### config.mk
export PLATFORM = sky130hd
export DESIGN_NAME = alu_wb_stage
export DESIGN_NICKNAME = d
export VERILOG_FILES = /design/src/rtl/alu_wb_stage.sv
export SDC_FILE = /design/constraint.sdc
export NUM_CORES = 1
export LEC_CHECK = 0
export ABC_CLOCK_PERIOD_IN_PS = 2300
export CORE_MARGIN = 5
export CORE_UTILIZATION = 49
export DETAILED_ROUTE_END_ITERATION = 12
export GPL_TIMING_DRIVEN = 0
export PLACE_DENSITY = 0.79
export SYNTH_ARGS = -nofsm -noshare
export SYNTH_HDL_FRONTEND = slang
export SYNTH_SLANG_ARGS = --single-unit
### constraint.sdc
create_clock -name clk -period 2.3 [get_ports clk]
set_clock_uncertainty 0.2 [all_clocks]
set_input_delay 0.46 -clock clk [delete_from_list [all_inputs] [get_ports clk]]
set_output_delay 0.46 -clock clk [all_outputs]
set_load 0.05 [all_outputs]
### src/rtl/alu_wb_stage.sv
// ALU writeback stage: 2-entry in-order FIFO between the ALU and the register file.
// Ports: clk, rst_n; in_valid/in_ready with Result, Negative, ALUControl, RdAddr;
//        wb_valid/wb_ready with wb_data, wb_addr; flag_n, flag_z, drop_cnt.
// Optional: define ALU_WB_ZERO_FLAG_EN to build the zero flag (else flag_z = 0).
module alu_wb_stage #(
    parameter int RD_W = 4
) (
    input  logic            clk,
    input  logic            rst_n,
    input  logic            in_valid,
    output logic            in_ready,
    input  logic [18:0]     Result,
    input  logic            Negative,
    input  logic [4:0]      ALUControl,
    input  logic [RD_W-1:0] RdAddr,
    output logic            wb_valid,
    input  logic            wb_ready,
    output logic [18:0]     wb_data,
    output logic [RD_W-1:0] wb_addr,
    output logic            flag_n,
    output logic            flag_z,
    output logic [7:0]      drop_cnt
);

    logic [18:0]     data_q [2];
    logic            neg_q  [2];
    logic [RD_W-1:0] addr_q [2];
    logic            wr_ptr;
    logic            rd_ptr;
    logic [1:0]      count_q;
    logic [1:0]      count_nxt;
    logic            ready_q;

    logic accept;
    logic is_wb;
    logic push;
    logic drop;
    logic pop;

    assign accept = in_valid & in_ready;
    assign is_wb  = (ALUControl <= 5'd9);
    assign push   = accept & is_wb;
    assign drop   = accept & ~is_wb;
    assign pop    = wb_valid & wb_ready;

    assign count_nxt = count_q + {1'b0, push} - {1'b0, pop};

    // Ready comes from a flop so wb_ready never reaches in_ready combinationally.
    assign in_ready = ready_q;
    assign wb_valid = (count_q != 2'd0);
    assign wb_data  = data_q[rd_ptr];
    assign wb_addr  = addr_q[rd_ptr];

    always_ff @(posedge clk or negedge rst_n) begin
        if (!rst_n) begin
            count_q <= 2'd0;
            ready_q <= 1'b0;
            wr_ptr  <= 1'b0;
            rd_ptr  <= 1'b0;
            for (int i = 0; i < 2; i++) begin
                data_q[i] <= '0;
                neg_q[i]  <= 1'b0;
                addr_q[i] <= '0;
            end
        end else begin
            count_q <= count_nxt;
            ready_q <= (count_nxt != 2'd2);
            if (push) begin
                data_q[wr_ptr] <= Result;
                neg_q[wr_ptr]  <= Negative;
                addr_q[wr_ptr] <= RdAddr;
                wr_ptr         <= ~wr_ptr;
            end
            if (pop) begin
                rd_ptr <= ~rd_ptr;
            end
        end
    end

    always_ff @(posedge clk or negedge rst_n) begin
        if (!rst_n) begin
            drop_cnt <= 8'd0;
        end else if (drop && drop_cnt != 8'hFF) begin
            drop_cnt <= drop_cnt + 8'd1;
        end
    end

    always_ff @(posedge clk or negedge rst_n) begin
        if (!rst_n) begin
            flag_n <= 1'b0;
        end else if (pop) begin
            flag_n <= neg_q[rd_ptr];
        end
    end

`ifdef ALU_WB_ZERO_FLAG_EN
    always_ff @(posedge clk or negedge rst_n) begin
        if (!rst_n) begin
            flag_z <= 1'b0;
        end else if (pop) begin
            flag_z <= (data_q[rd_ptr] == 19'd0);
        end
    end
`else
    assign flag_z = 1'b0;
`endif

endmodule

* Word level (Yosys, flattened, before mapping)
Cells that the tools add are included.
Storage, ports and cells: flip-flop bits (word level) 62, bits of input ports 33, output and inout bits 35, word-level logic and storage cells 51
Operators by class: add/sub/neg operators 3, magnitude comparators 4, eq/ne operators 2, multiplexer cells 18, bitwise gates (word level) 9, reduce and logical (&&, ||, !) cells 3
Operator list (count):
- $mux W19 | 4
- $bwmux W38 | 1
- $demux W19 S1 | 1
- $mux W4 | 4
- $add A8 B1 Y8 const B | 1
- $bwmux W8 | 1
- $ne A8 B8 Y1 const B | 1
- $le A5 B4 Y1 const B | 1
- $and A1 B1 Y1 | 4
- $demux W4 S1 | 1
- $ge A2 B2 Y1 const B | 2
- $mux W1 | 4
- $not A1 Y2 | 2
- $not A1 Y1 | 3
- $add A2 B1 Y2 | 1
- $bwmux W2 | 1
- $logic_and A1 B1 Y1 | 2
- $lt A2 B1 Y1 const B | 1
- $ne A2 B2 Y1 const B | 1
- $reduce_bool A2 Y1 | 1
- $sub A2 B1 Y2 | 1
- $demux W1 S1 | 1

* Depth between registers and ports, before layout
Gate-level depths: netlist of run 1.
depth in word-level cells 6, depth in mapped cells 9, mapped depth without buffers 9

* Worst setup path after synthesis of run 1
Ideal clock, no wire load.
path type register to register, from register ready_q (netlist: in_ready), to register ready_q (netlist: in_ready), setup time 123 ps, arrival time 2198 ps, required time 1977 ps, setup slack -221 ps, stages on the path, launching flop included 10, buffers on the path 1, clock period less this slack 2521 ps, path through dfrtp_1 -> and2_1 -> or3b_1 -> buf_2 -> ha_1 -> inv_1 -> ha_1 -> xnor2_1 -> xnor2_1 -> nand2b_1
On the way: cells in the longest elaborated chain, start to end 5
Ends and longest elaborated chain:
- start: declaration | RTL line 32 | logic ready_q;
- start signal: assignment | RTL line 67 | ready_q <= (count_nxt != 2'd2);
- $and A1 B1 Y1 | RTL line 40 | assign accept = in_valid & in_ready;
- $and A1 B1 Y1 | RTL line 42 | assign push = accept & is_wb;
- $add A2 B1 Y2 | RTL line 46 | assign count_nxt = count_q + {1'b0, push} - {1'b0, pop};
- $sub A2 B1 Y2 | RTL line 46
- via count_nxt[1] | RTL line 31 | logic [1:0] count_nxt;
- $ne A2 B2 Y1 | RTL line 67
The timed path passes the listed nets, and every way through them passes these cells. A chain may end at the register's enable or synchronous reset.

* Worst setup path after layout of run 1
from register rd_ptr, to output wb_data[1]
On the way: cells in the longest elaborated chain, start to end 4
Ends and longest elaborated chain:
- start: declaration | RTL line 29 | logic rd_ptr;
- start signal: assignment | RTL line 75 | rd_ptr <= ~rd_ptr;
- $not A1 Y2 (implied by the code) | RTL line 51 | assign wb_data = data_q[rd_ptr];
- $mux W19 (implied by the code) (3 in series) | RTL line 51
- end: declaration | RTL line 18 | output logic [18:0] wb_data,
Every way passes these cells. The select of a mux whose other input is x is not followed.

==> reports/qor.log, run 1 <==
[run_status] outcome finished, final reports clean
[final_layout] area growth from synthesis to layout 32.6%
[synth] most area-consuming cells after synthesis dfrtp_1 (54%), mux2_2 (21%), mux2_4 (11%)
[synth] Compound-Gate Fraction of Synth Area 2.02%
[placement] count of buffers inserted at the top-level ports 65
[synth] fraction of post-synthesis cell area in the top cell type by area 54.3%
[final_layout] final non-filler cell area 3790 um2
[sta] period utilization 97.2%
[worst_setup_path] Max Fanout on Critical Path 7
[synth] nets in the synthesized netlist 229
[routing] Routed wire per std cell 16.3 um
[clock_network] maximum buffer depth of the clock tree 2
[global_route] met1 Resource Use GR 21.4%
[global_route] largest net degree at the start of global routing 34
[floorplan] area of the die 7450 um2
[synth] Synth Area in XOR/XNOR 2.45%
[floorplan] die extent in y 86.3 um
[final_layout] Final #Nets 310
[global_route] global routing usage on met2 25.9%
[clock_network] later-pin clock latency in the skew report 0.33 ns
[min_path] worst min path class register to register
[floorplan] Cell Rows 27
[floorplan] core footprint 5570 um2
[sta] unrepaired setup endpoints after global routing true
[synth] count of flip-flops with a built-in enable after synthesis 0
[clock_network] CTS sink count 62
[sta] worst slew slack as a fraction of its limit 53.5%
[synth] cell taking the most area after synthesis dfrtp_1
[sta] minimum setup slack in the final design 0.0655 ns
[routing] DRC violations left 0
[synth] unique cell type count in the Yosys netlist 30
[synth] synthesized-area fraction occupied by and/or/nand/nor cells 4.38%
[placement] cell area after placement 3650 um2
[synth] Synthesis Warnings 0
[worst_setup_path] launching element type of the critical path register
[routing] Initial DRT Pass Iterations 4
[clock_network] clock transition at the registers of the reported paths 0.06 ns
[routing] remaining antenna violation count 0
[routing] vias post-DR 1771
[synth] Seq/Total Area, Yosys 54.3%
[synth] Main synth FF type dfrtp_1
[clock_network] clock tree from TritonCTS done
[sta] achievable frequency 448 MHz
[routing] Via-to-Cell Ratio 5.07
[sta] Final Critical Period 2.23 ns
[clock_network] buffer type at the clock tree root clkbuf_8
[final_layout] antenna cells 0
[floorplan] total I/O pin count 68
[placement] total placed cells including tap cells 331
[floorplan] overall die width 86.3 um
[sta] final hold violation count 0
[synth] syn avg cell area 14.8 um2
[global_route] met3 demand-to-capacity share in global routing 3.90%
[floorplan] initial core utilization 51.2%
[worst_setup_path] critical path class register to output pin
[global_route] wire length of the first global-routing pass 9520 um
[synth] async set or reset register ratio after synthesis 100%
[global_route] Overflow after GRT 0
[global_route] highest-utilization routing layer at the global route stage met2
[synth] Gate Count Post-Synth 193
[sta] pin slew with the least headroom to its limit 0.697 ns
[placement] global placement routability congestion 0.840
[flow_run] number of max-cap violations 0
[synth] largest family of logic cells by synthesized area multiplexers
[final_layout] final std cells w/o fill 349
[synth] multiplexer area fraction after synthesis 32.1%
[clock_network] number of buffers inserted during clock tree synthesis 9
[final_layout] share of layout cells above drive strength 1 46.9%
[final_layout] number of filler instances in the final layout 430
[placement] dpl ws -0.653 ns
[synth] mapped cell area 2860 um2
[sta] Slew Viols, Final 0
[placement] HPWL Detailed 4050 um
[global_route] Tot GR Track Use 16.4%
[global_route] via count of the first global-routing pass 1977
[clock_network] H-tree depth 3
[global_route] number of antenna violations at the first check in global routing 0
[synth] post-synthesis sequential element count 62
[sta] final-report setup violation count 0
[routing] DRC marker count from the first detailed-route iteration 39
[routing] post-detailed-routing wire length 5680 um
[worst_setup_path] kind of capture point of the worst setup path output pin
[synth] area share of fa/ha/maj cells after synthesis 1.31%
[sta] Worst Hold Margin 0.301 ns
[worst_setup_path] Worst EP required 1.64 ns
[worst_setup_path] data arrival time of the critical path 1.57 ns
==> area by class of cell <==
class                      count  area, um2  share of cell area (%)
sequential                    62       1550                    41.0
multi-input combinational    117       1260                    33.2
timing repair buffer          71        609                    16.1
clock buffer                  13        169                    4.46
tap                           72       90.1                    2.38
buffer                         8       83.8                    2.21
inverter                       5       18.8                   0.496
clock inverter                 1       5.00                   0.132
==> worst max-delay path, stage by stage, from the launching register on <==
cell and delay [ns]:
dfrtp_2 0.47, mux2_2 0.24, dlygate4sd2_1 0.54
==> per-layer routing <==
layer	wire length [um]	up-vias	share of wire, %
li1	-	841	-
met5	0	-	0
met4	114	0	2.0
met3	321	11	5.7
met1	2540	878	45
met2	2700	41	48
==> registers in the layout, summed over array words and instances, names as in the netlist <==
| signal | flops |
|---|---|
| addr_q | 8 |
| count_q | 2 |
| drop_cnt | 8 |
| flag_n | 1 |
| data_q | 38 |
| wr_ptr | 1 |
| neg_q | 2 |
| rd_ptr | 1 |
| in_ready | 1 |
==> stage by stage <==
stage / utilization, % / TNS, ns
3_5_place_dp: 65.5 / -21.67
5_1_grt: 67.9 / -0.0225
3_3_place_gp: 65.3 / -110.45
6_report: 67.9 / 0
4_1_cts: 67.7 / -0.0954
2_1_floorplan: - / -0.0155
==> final timing paths <==
| check | startpoint | end | slack (ns) | cells past startpoint |
|---|---|---|---|---|
| worst max-delay path | rd_ptr | wb_data[1] | 0.07 | 2 |
| min in group asynchronous | rst_n | drop_cnt[5] | 0.52 | 2 |
| worst max register to register | in_ready | in_ready | 0.17 | 9 |
| worst min-delay path | addr_q[3] | addr_q[3] | 0.30 | 1 |
| max in group asynchronous | rst_n | addr_q[2] | 0.77 | 3 |
| worst min register to register | addr_q[3] | addr_q[3] | 0.30 | 1 |
==> placed cells by master, fill, tap and decap left out, drive strengths merged <==
master | Yosys | layout
ha | 3 | 3
inv | 5 | 5
dlygate4sd2 | 0 | 9
and2 | 1 | 1
nand2b | 1 | 1
o221ai | 1 | 1
nand4 | 3 | 3
dlygate4sd3 | 0 | 1
xor2 | 2 | 2
nor3 | 3 | 3
a21oi | 2 | 2
clkdlybuf4s50 | 0 | 32
o21a | 3 | 3
nand2 | 4 | 4
o21ai | 2 | 2
a31oi | 1 | 1
clkinv | 0 | 1
nor4 | 1 | 1
conb | 1 | 1
dlymetal6s2s | 0 | 4
clkbuf | 1 | 14
nor2 | 3 | 3
buf | 8 | 32
dfrtp | 62 | 62
mux2i | 2 | 2
or2 | 1 | 1
xnor2 | 6 | 6
mux2 | 73 | 73
nand3 | 3 | 3
or3b | 1 | 1
==> cell usage after synthesis (2+ instances only) <==
library cell  count
a21oi_1           2
buf_1             2
buf_12            2
buf_2             3
dfrtp_1          62
ha_1              3
inv_1             5
mux2_2           53
mux2_4           20
mux2i_1           2
nand2_1           4
nand3_1           3
nand4_1           3
nor2_1            2
nor3_1            3
o21a_1            3
o21ai_0           2
xnor2_1           6
xor2_1            2
==> cell families (layout without fill, tap and decap cells) <==
family,Yosys count,in the layout
adders and majority gates,3,3
other,1,1
muxes,75,75
buffers and inverters,14,98
AOI/OAI and AO/OA,9,9
and+or+nand+nor,21,21
DFF,62,62
xor gates and xnor gates,8,8
==> what timing repair did <==
| item | in CTS | in global routing |
|---|---|---|
| hold endpoints to repair | 29 | 0 |
| buffers inserted | 4 | 0 |
| resized for setup | 103 | 10 |
| hold buffers | 1 | 0 |
| setup endpoints to repair | 26 | 28 |
| pin swaps | 5 | 0 |
Power of run 1 is not shown: default switching activity piles up to over one toggle a cycle in this logic, so the estimate is an artifact.
==> run 2: changes to the inputs <==
--- a/config.mk
+++ b/config.mk
@@ -14,3 +14,4 @@
 export SYNTH_ARGS = -nofsm -noshare
 export SYNTH_HDL_FRONTEND = slang
 export SYNTH_SLANG_ARGS = --single-unit
+export TNS_END_PERCENT = 20
==> reports/qor.log, run 2 (synthesis gave the netlist of run 1 again) <==
[placement] global placement routability congestion 0.840 [unchanged]
[floorplan] core footprint 5570 um2 [unchanged]
[clock_network] maximum buffer depth of the clock tree 2 [unchanged]
[run_status] failing checks setup timing
[worst_setup_path] crit path cell chain buf_4 > mux2_2 > dlygate4sd2_1 [was mux2_2 > dlygate4sd2_1]
[clock_network] later-pin clock latency in the skew report 0.33 ns [about the same]
[final_layout] number of flip-flops in the largest register 38 [unchanged]
[floorplan] area of the die 7450 um2 [unchanged]
[clock_network] clock transition at the registers of the reported paths 0.06 ns [about the same]
[global_route] number of antenna violations at the first check in global routing 0 [unchanged]
[placement] count of buffers inserted at the top-level ports 65 [unchanged]
[routing] DRC marker count from the first detailed-route iteration 26 [was 39]
[clock_network] number of buffers inserted during clock tree synthesis 9 [unchanged]
[worst_setup_path] critical-path cell with the highest stage delay dlygate4sd2_1 [unchanged]
[worst_setup_path] buffer and inverter count on the worst path 2 [was 1]
[global_route] Overflow after GRT 0 [unchanged]
[floorplan] die extent in y 86.3 um [unchanged]
[sta] unrepaired setup endpoints after global routing true [unchanged]
[worst_setup_path] data arrival time of the critical path 1.67 ns [was 1.57 ns]
[routing] remaining antenna violation count 0 [unchanged]
[final_layout] area growth from synthesis to layout 35.8% [was 32.6%]
[routing] vias post-DR 1770 [was 1771]
[clock_network] buffer type at the clock tree root clkbuf_8 [unchanged]
[final_layout] antenna cells 0 [unchanged]
[routing] Via-to-Cell Ratio 5.07 [about the same]
[flow_run] number of max-cap violations 0 [unchanged]
[power_and_ir_drop] Peak supply drop 1.02 mV
[global_route] via count of the first global-routing pass 1943 [was 1977]
[sta] minimum setup slack in the final design -0.0315 ns [was 0.0655 ns]
[sta] Slew Viols, Final 0 [unchanged]
[routing] Initial DRT Pass Iterations 4 [unchanged]
[routing] DRC violations left 0 [unchanged]
[final_layout] largest registers data_q x38, addr_q x8, drop_cnt x8 [unchanged]
[sta] achievable frequency 429 MHz [was 448 MHz]
[clock_network] clock tree from TritonCTS done [unchanged]
[final_layout] most common library cell in the layout ignoring fill and taps dfrtp_1 [unchanged]
[min_path] worst min path class register to register [unchanged]
[floorplan] Cell Rows 27 [unchanged]
[final_layout] most used cells in the layout excluding fill and tap cells dfrtp_1 (60), mux2_2 (53), clkdlybuf4s50_1 (37), mux2_4 (20), clkbuf_8 (12) [was dfrtp_1 (60), mux2_2 (53), clkdlybuf4s50_1 (32), buf_2 (21), mux2_4 (20)]
[clock_network] H-tree depth 3 [unchanged]
[global_route] Tot GR Track Use 16.2% [was 16.4%]
[power_and_ir_drop] leakage dissipation 1.74 nW
[sta] pin slew with the least headroom to its limit 0.696 ns [was 0.697 ns]
[placement] HPWL Detailed 4050 um [unchanged]
[routing] post-detailed-routing wire length 5640 um [was 5680 um]
[sta] final hold violation count 0 [unchanged]
[final_layout] final std cells w/o fill 349 [unchanged]
[final_layout] Final #Nets 310 [unchanged]
[worst_setup_path] critical path class register to output pin [unchanged]
[worst_setup_path] kind of capture point of the worst setup path output pin [unchanged]
[placement] total placed cells including tap cells 331 [unchanged]
[global_route] largest net degree at the start of global routing 34 [unchanged]
[final_layout] top register by number of flip-flops data_q [unchanged]
[sta] setup tns final -0.179 ns [was 0 ns]
[sta] Worst Hold Margin 0.291 ns [was 0.301 ns]
[worst_setup_path] Worst EP required 1.64 ns [about the same]
[power_and_ir_drop] power per cell area 1660 nW/um2
[clock_network] CTS sink count 62 [unchanged]
[power_and_ir_drop] overall power after layout 6.44 mW
[floorplan] overall die width 86.3 um [unchanged]
[sta] Final Critical Period 2.33 ns [was 2.23 ns]
[sta] period utilization 101% [was 97.2%]
[worst_setup_path] Max Fanout on Critical Path 6 [was 7]
[global_route] wire length of the first global-routing pass 9390 um [was 9520 um]
[sta] worst slew slack as a fraction of its limit 53.6% [was 53.5%]
[worst_setup_path] Critical Path Max Stage Delay 0.53 ns [was 0.54 ns]
[final_layout] share of layout cells above drive strength 1 47.3% [was 46.9%]
[final_layout] post-route core utilization 69.5% [was 67.9%]
[floorplan] total I/O pin count 68 [unchanged]
[sta] final-report setup violation count 12 [was 0]
[worst_setup_path] kind of cell with the highest combined delay on the critical path buffers and inverters [unchanged]
[routing] Routed wire per std cell 16.1 um [was 16.3 um]
[worst_setup_path] launching element type of the critical path register [unchanged]
[floorplan] initial core utilization 51.2% [unchanged]
[run_status] outcome finished, violations left [was finished, final reports clean]
run 2: cell count changes in the layout (fill, tap and decap cells not counted), moves of 4 or more:
cell / delta
buf_2: -12
clkdlybuf4s15_2: +11
clkdlybuf4s50_1: +5
dlygate4sd2_1: -4
run 2: timing repair:
action,4_1_cts,5_1_grt
endpoints found under the hold margin,29,0
setup buffers,1,4
endpoints found under the setup margin,26,23
gates resized for setup,73,17
pin swaps,3,3
hold buffers,1,0
run 2: tightest hold or removal path, cell delays in order (launching register included):
cell	delay (ns)
dfrtp_1	0.35
nand2_1	0.05
o21ai_0	0.06
run 2: final cells by class:
| cell class | count | area, um2 |
|---|---|---|
| fill | 421 | 1700 |
| sequential | 62 | 1550 |
| multi-input combinational | 117 | 1270 |
| timing repair buffer | 72 | 688 |
| clock buffer | 13 | 169 |
| tap | 72 | 90.1 |
| buffer | 7 | 78.8 |
| inverter | 5 | 18.8 |
| clock inverter | 1 | 5.00 |
run 2: layer usage:
metal / vias up / wire length, um / global-route usage [%]
li1: 840 / - / -
met1: 878 / 2540 / 21.0
met2: 43 / 2670 / 25.5
met3: 9 / 317 / 3.90
met4: 0 / 107 / 7.93
met5: - / 0 / 0
run 2: path summary, 6_finish.rpt:
path	end	depth (start not counted)	slack [ns]	startpoint
max	wb_addr[3]	3	-0.03	rd_ptr
min	flag_n	2	0.29	flag_n
max reg2reg	in_ready	9	0.14	count_q[1]
min reg2reg	flag_n	2	0.29	flag_n
max in group asynchronous	addr_q[2]	3	0.77	rst_n
min in group asynchronous	drop_cnt[5]	2	0.52	rst_n
run 2: per-stage QoR:
stage,setup slack [ns],instance area [um2]
finish,-0.0315,3880
floorplan,-0.0155,2900
detailed placement,-0.653,3650
global route,-0.0975,3880
CTS,-0.106,3840
global placement,-1.66,3640
run 2: where the power goes:
| part | total, mW | switching, mW | internal [mW] |
|---|---|---|---|
| sequential | 1.98 | 0.345 | 1.64 |
| combinational | 3.62 | 2.11 | 1.51 |
| clock | 0.844 | 0.378 | 0.466 |
| total | 6.44 | 2.83 | 3.61 |
No activity file was read; power rests on OpenSTA's default activity.
